File: src/rtl/uart_rx_sequencer.sv
// Receive-instruction sequencer: pauses the PC, runs the UART RX datapath with an
// oversample tick and writes the received byte (or 0 on timeout) to the register file.
module uart_rx_sequencer #(
    parameter int          CLK_HZ        = 50000000,
    parameter int          BAUD          = 115200,
    parameter int          OVERSAMPLE    = 16,
    parameter logic [5:0]  OP_RX         = 6'd40,
    parameter logic [15:0] TIMEOUT_TICKS = 16'd0
) (
    input  logic       clock,
    input  logic       reset,
    input  logic [5:0] opcode,
    input  logic [4:0] rd_sel,
    input  logic       rx_done,
    input  logic [7:0] rx_data,
    input  logic       rx_ferr,
    input  logic       clr_status,
    output logic       tick,
    output logic       rx_en,
    output logic       pc_pause,
    output logic       rf_we,
    output logic [4:0] rf_waddr,
    output logic [7:0] rf_wdata,
    output logic       rx_timeout,
    output logic       rx_frame_err
);

    localparam int DIV_RAW = CLK_HZ / (BAUD * OVERSAMPLE);
    localparam int DIV     = (DIV_RAW < 1) ? 1 : DIV_RAW;
    localparam int DIV_W   = (DIV > 1) ? $clog2(DIV) : 1;
    localparam logic [DIV_W-1:0] DIV_LAST = DIV_W'(DIV - 1);

    typedef enum logic [2:0] {
        ST_IDLE,
        ST_ARM,
        ST_WAIT,
        ST_WRITE,
        ST_RELEASE
    } state_t;

    state_t            state;
    state_t            next_state;
    logic [DIV_W-1:0]  div_cnt;
    logic [15:0]       to_cnt;
    logic              timeout_hit;
    logic              rx_start;

    assign rx_start = (opcode == OP_RX);

    always_ff @(posedge clock or negedge reset) begin
        if (!reset) begin
            state <= ST_IDLE;
        end else begin
            state <= next_state;
        end
    end

    always_comb begin
        next_state  = state;
        tick        = 1'b0;
        rx_en       = 1'b0;
        pc_pause    = 1'b0;
        rf_we       = 1'b0;
        timeout_hit = 1'b0;
        case (state)
            ST_IDLE: begin
                if (rx_start) begin
                    pc_pause   = 1'b1;
                    next_state = ST_ARM;
                end
            end
            ST_ARM: begin
                rx_en      = 1'b1;
                pc_pause   = 1'b1;
                next_state = ST_WAIT;
            end
            ST_WAIT: begin
                rx_en       = 1'b1;
                pc_pause    = 1'b1;
                tick        = (div_cnt == DIV_LAST);
                timeout_hit = (TIMEOUT_TICKS != 16'd0) && tick &&
                              (to_cnt == TIMEOUT_TICKS - 16'd1);
                if (rx_done || timeout_hit) begin
                    next_state = ST_WRITE;
                end
            end
            ST_WRITE: begin
                pc_pause   = 1'b1;
                rf_we      = 1'b1;
                next_state = ST_RELEASE;
            end
            ST_RELEASE: begin
                next_state = ST_IDLE;
            end
            default: begin
                next_state = ST_IDLE;
            end
        endcase
    end

    // rx_done outranks a same-cycle timeout, so the timeout flag is only set without it
    always_ff @(posedge clock or negedge reset) begin
        if (!reset) begin
            div_cnt      <= '0;
            to_cnt       <= 16'd0;
            rf_waddr     <= 5'd0;
            rf_wdata     <= 8'd0;
            rx_timeout   <= 1'b0;
            rx_frame_err <= 1'b0;
        end else begin
            if (state == ST_WAIT) begin
                div_cnt <= tick ? '0 : div_cnt + 1'b1;
            end else begin
                div_cnt <= '0;
            end

            if (state == ST_ARM) begin
                to_cnt <= 16'd0;
            end else if (state == ST_WAIT && tick && TIMEOUT_TICKS != 16'd0) begin
                to_cnt <= to_cnt + 16'd1;
            end

            if (state == ST_IDLE && rx_start) begin
                rf_waddr <= rd_sel;
            end

            if (state == ST_WAIT && rx_done) begin
                rf_wdata <= rx_data;
            end else if (state == ST_WAIT && timeout_hit) begin
                rf_wdata <= 8'h00;
            end

            if (state == ST_WAIT && rx_done && rx_ferr) begin
                rx_frame_err <= 1'b1;
            end else if (clr_status) begin
                rx_frame_err <= 1'b0;
            end

            if (state == ST_WAIT && !rx_done && timeout_hit) begin
                rx_timeout <= 1'b1;
            end else if (clr_status) begin
                rx_timeout <= 1'b0;
            end
        end
    end

endmodule

File: config.mk
export PLATFORM = sky130hd
export DESIGN_NAME = uart_rx_sequencer
export DESIGN_NICKNAME = d
export VERILOG_FILES = /design/src/rtl/uart_rx_sequencer.sv
export SDC_FILE = /design/constraint.sdc
export NUM_CORES = 1
export LEC_CHECK = 0
export CAP_MARGIN = 20
export CELL_PAD_IN_SITES_DETAIL_PLACEMENT = 0
export CELL_PAD_IN_SITES_GLOBAL_PLACEMENT = 1
export CORE_MARGIN = 1
export CORE_UTILIZATION = 34
export DETAILED_ROUTE_END_ITERATION = 6
export GPL_TIMING_DRIVEN = 0
export MAX_ROUTING_LAYER = met4
export PLACE_DENSITY = 0.86
export SLEW_MARGIN = 20
export SYNTH_ARGS = -nofsm -noshare
export SYNTH_HDL_FRONTEND = slang
export SYNTH_SLANG_ARGS = --single-unit
File: constraint.sdc
create_clock -name clock -period 2.95 [get_ports clock]
set_input_delay 0.59 -clock clock [delete_from_list [all_inputs] [get_ports clock]]
set_output_delay 0.59 -clock clock [all_outputs]
set_load 0.01 [all_outputs]
==> impl.org <==
** Timing
- Setup WS post-layout :: about 0.21 ns
- Setup repair after global routing left no endpoint under its margin.
- Fmax :: 365 MHz
- The hold violation total from the final report is 0.
- The final-report max-slew violation count came to 0.
- Min Clock Period, post-route :: 2.74 ns
- Clock skew on the completed layout was measured at about 0.0012 ns.
- Number of endpoints failing setup at the final stage :: 0
- Adding up every negative setup slack in the final design gives 0 ns.
- Of the available clock period, the critical path in the final layout requires between 90 and 100%.
- On the final layout, the worst hold slack is 0.221 ns.

** Place
- Post-placement worst setup slack :: approximately 0.20 ns
- Port buffering added ~40 buffers.
- Routability-driven placement congestion ratio :: a little over 0.7
- Post-DP HPWL :: approximately 1500 um

** Final layout
- Layout Area Growth over Synthesis :: 49.8%
- Antenna cells :: 0
- Final nets :: approximately 150
- Filler cell count :: roughly 250
- At the end of the flow the core is filled with cells to a little over half.
- Cells with a size suffix above 1 make up 14.3% of the layout.

** Clock tree
- For the worst-skew pair, the clock arrives at the later sink with an insertion delay of roughly 0.30 ns.
- TritonCTS built the clock tree.
- Clock sink count :: 22
- Setup bufs post-CTS :: 0
- Counting the buffers created by CTS gives 3.
- Clock root buffer master :: sky130_fd_sc_hd__clkbuf_4
- Max clock buf depth :: 2
- Clock-pin slew was measured on the worst setup and hold paths at 0.12 ns.
- Level count of the clock H-tree :: 1
- Quantity of hold-fixing buffers added after cts :: 0
- Number of resized instances in the post-cts repair step :: 0

** Logic synthesis
- Number of unique standard cell types used by synthesis :: 25
- Post-Syn Nets :: 100
- Sorting the synthesized cells by area gives the leading types as sky130_fd_sc_hd__dfrtp_1 55%, sky130_fd_sc_hd__mux2_1 9.0%, sky130_fd_sc_hd__mux2_4 7.5%.
- Flops & latches, synth :: 22
- Of the total synthesized cell area, the portion taken by XOR and XNOR cells is 3.51%.
- Sequential fraction of the synthesis area :: a little under three fifths
- In this run the cell area of the synthesized design comes to 997 um^2.
- Synth top area share :: 55.2%
- Summing the areas of all compound-gate instances in the mapped netlist gives about 1.3% of the synthesized area.
- After synthesis, the mean cell area works out to 13.5 um^2.
- After Yosys synthesis, full adders, half adders and majority gates account for between 2 and 3% of the synthesized area.
- Synthesis produced a netlist whose cell count is 74.
- Of the post-synthesis cell area, the part taken by muxes is roughly 17%.
- After synthesis, the largest family of logic cells by area is multiplexers.
- Synth Flop Type :: sky130_fd_sc_hd__dfrtp_1
- Of all flip-flops after synthesis, the portion carrying an async set or reset was 100%.
- Simple-gate portion of the synthesized area :: ~16%
- Summed over all instances, the cell type with the most area after synthesis is sky130_fd_sc_hd__dfrtp_1.
- The synthesized design contains 0 enable-type register cells.
- Yosys printed 0 warnings.

** Floorplan
- The die is ~56 um wide.
- Placeable Area :: approximately 2800 um^2
- Die footprint :: between 3000 and 4000 um^2
- I/O pin total :: 43
- The die is 56.2 um tall.
- After floorplanning, the core was divided into 19 placement rows.
- For this configuration, the core starts out at a cell density of a little over a third.

** Worst setup path
- Series of cell instances along the critical path :: clkdlybuf4s50_1 > nor4b_4 > a211oi_1 > nor2_1 > clkdlybuf4s50_1
- Number of buffer and inverter instances along the worst setup path :: 2
- Data required time at the worst endpoint :: between 2 and 2.5 ns
- On the worst path, the slowest cell contributes a delay of ~0.53 ns.
- Critical Path Most Common Cell :: sky130_fd_sc_hd__clkdlybuf4s50_1
- Worst Setup Start Kind :: primary input
- Type of destination of the critical path :: output pin
- Category of the most critical setup path :: primary input to output pin
- Along the worst path, the maximum fanout reaches 2.
- On the critical path, the stage with the largest delay is an instance of sky130_fd_sc_hd__clkdlybuf4s50_1.
- Data arrives at the worst endpoint at between 2 and 2.5 ns.
- Worst path top cell family by delay :: buffers and inverters

** Detailed routing
- Total vias in the final route :: between 700 and 800
- After detailed routing, the total wire length is around 2000 um.
- After detailed routing, the number of vias per cell comes to 4.71.
- Wire length per cell after detailed routing :: between 10 and 15 um
- For this run, design rule violations remaining after detail routing come to 0.
- The first TritonRoute pass finished after 4 iterations.
- Violation count after the first detailed-routing iteration :: 12
- The count of nets left with antenna violations once routing finished came out at 0.

** Power and ir drop
- For this design the ratio of total power to cell area is slightly above 800 nW/um^2.
- Static leakage :: approximately 0.67 nW
- Maximum resistive drop on vdd :: approximately 0.00071 V
- Final Total Pwr :: 1.24 mW

** Global route
- The number of antenna violations at the first check in global routing came to 0.
- Summed over all layers, the global routing overflow is 0.
- Entering global routing, the biggest net connects 23 pins.
- Global routing consumed, over all layers together, between 10% and 20% of the routing resources.
- The via count of the first global-routing pass was approximately 670.
- The first global-routing pass estimated between 3000 and 4000 um of wire.

** Run status
- The run finished with clean final reports.

** Worst hold path
- Hold WC Path Type :: primary input to asynchronous set/reset pin

** Job
- Maximum capacitance violations :: 0
-- report_power, final --
| group | leakage, nW | switching, mW | internal [mW] | total [mW] |
|---|---|---|---|---|
| Sequential | 0.281 | 0.0684 | 0.408 | 0.477 |
| Clock | 0.0279 | 0.0894 | 0.137 | 0.227 |
| Combinational | 0.360 | 0.208 | 0.327 | 0.535 |
-- state kept, by name, summed over array words and instances (netlist names) --
name	cells
rf_waddr	5
rx_frame_err	1
div_cnt	5
state	3
rf_wdata	8
-- worst reg2reg max path, delay by kind of cell (launching register included) --
family / cells / cell delay, ns
buf+inv: 2 / 0.40
mux: 1 / 0.33
simple gates: 1 / 0.30
flops: 1 / 0.37
-- cell families after synthesis --
| logic type | after synthesis |
|---|---|
| AO/OA/AOI/OAI | 2 |
| adder cells (fa/ha/maj) | 2 |
| buffers and inverters | 7 |
| AND/OR/NAND/NOR | 23 |
| multiplexers | 13 |
| other | 1 |
| flip-flops | 22 |
| XOR/XNOR | 4 |
-- placed cells by master, fill, tap and decap left out, types with 2 or more instances in the layout --
cell                              count
sky130_fd_sc_hd__xor2_1               2
sky130_fd_sc_hd__nand3_1              2
sky130_fd_sc_hd__xnor2_1              2
sky130_fd_sc_hd__mux2_1               8
sky130_fd_sc_hd__nand2_1              3
sky130_fd_sc_hd__clkdlybuf4s50_1     40
sky130_fd_sc_hd__dfrtp_1             22
sky130_fd_sc_hd__mux2_4               5
sky130_fd_sc_hd__nor2_1               8
sky130_fd_sc_hd__buf_2                2
sky130_fd_sc_hd__buf_4                2
sky130_fd_sc_hd__inv_1                3
sky130_fd_sc_hd__and3b_1              2
sky130_fd_sc_hd__clkbuf_4             3
sky130_fd_sc_hd__ha_1                 2
-- cells in the mapped netlist (2+ instances only) --
cell type                  n
sky130_fd_sc_hd__and3b_1   2
sky130_fd_sc_hd__mux2_4    5
sky130_fd_sc_hd__nand3_1   2
sky130_fd_sc_hd__buf_4     2
sky130_fd_sc_hd__ha_1      2
sky130_fd_sc_hd__mux2_1    8
sky130_fd_sc_hd__xnor2_1   2
sky130_fd_sc_hd__nor2_1    8
sky130_fd_sc_hd__xor2_1    2
sky130_fd_sc_hd__inv_1     3
sky130_fd_sc_hd__nand2_1   3
sky130_fd_sc_hd__dfrtp_1  22
-- through the flow --
step	cells	instance area [um^2]
floorplan	74	997
global placement	146	1450
detailed placement	146	1450
CTS	150	1500
global route	150	1490
finish	150	1490
-- layout make-up --
type	count	area [um^2]	share of cell area [%]
Buffer	4	31.3	2.09
Clock buffer	3	22.5	1.51
Clock inverter	1	30.0	2.01
Inverter	3	11.3	0.754
Multi-Input combinational cell	45	404	27.1
Sequential cell	22	551	36.9
Tap cell	31	38.8	2.60
Timing Repair Buffer	41	405	27.1
-- metal layers --
metal  track usage (%)  wire (um)  vias to the layer above
met5                 -          0                        -
met4              2.09         15                        0
met3              6.05        189                        2
met2              20.4        898                       31
met1              17.8        888                      337
li1                  -          -                      337
-- worst paths after layout --
kind                            depth (start not counted)          end       start  slack [ns]
worst min-delay path                                    1     state[1]       reset        0.22
worst min register to register                          1   div_cnt[0]  div_cnt[0]        0.50
max in group asynchronous                               1  rf_wdata[0]       reset        2.40
min in group clock                                      1   div_cnt[0]  div_cnt[0]        0.50
worst max-delay path                                    5     pc_pause   opcode[1]        0.21
worst max register to register                          4  rf_wdata[5]    state[0]        1.44
Note: power is estimated with default switching activity, not from simulation.
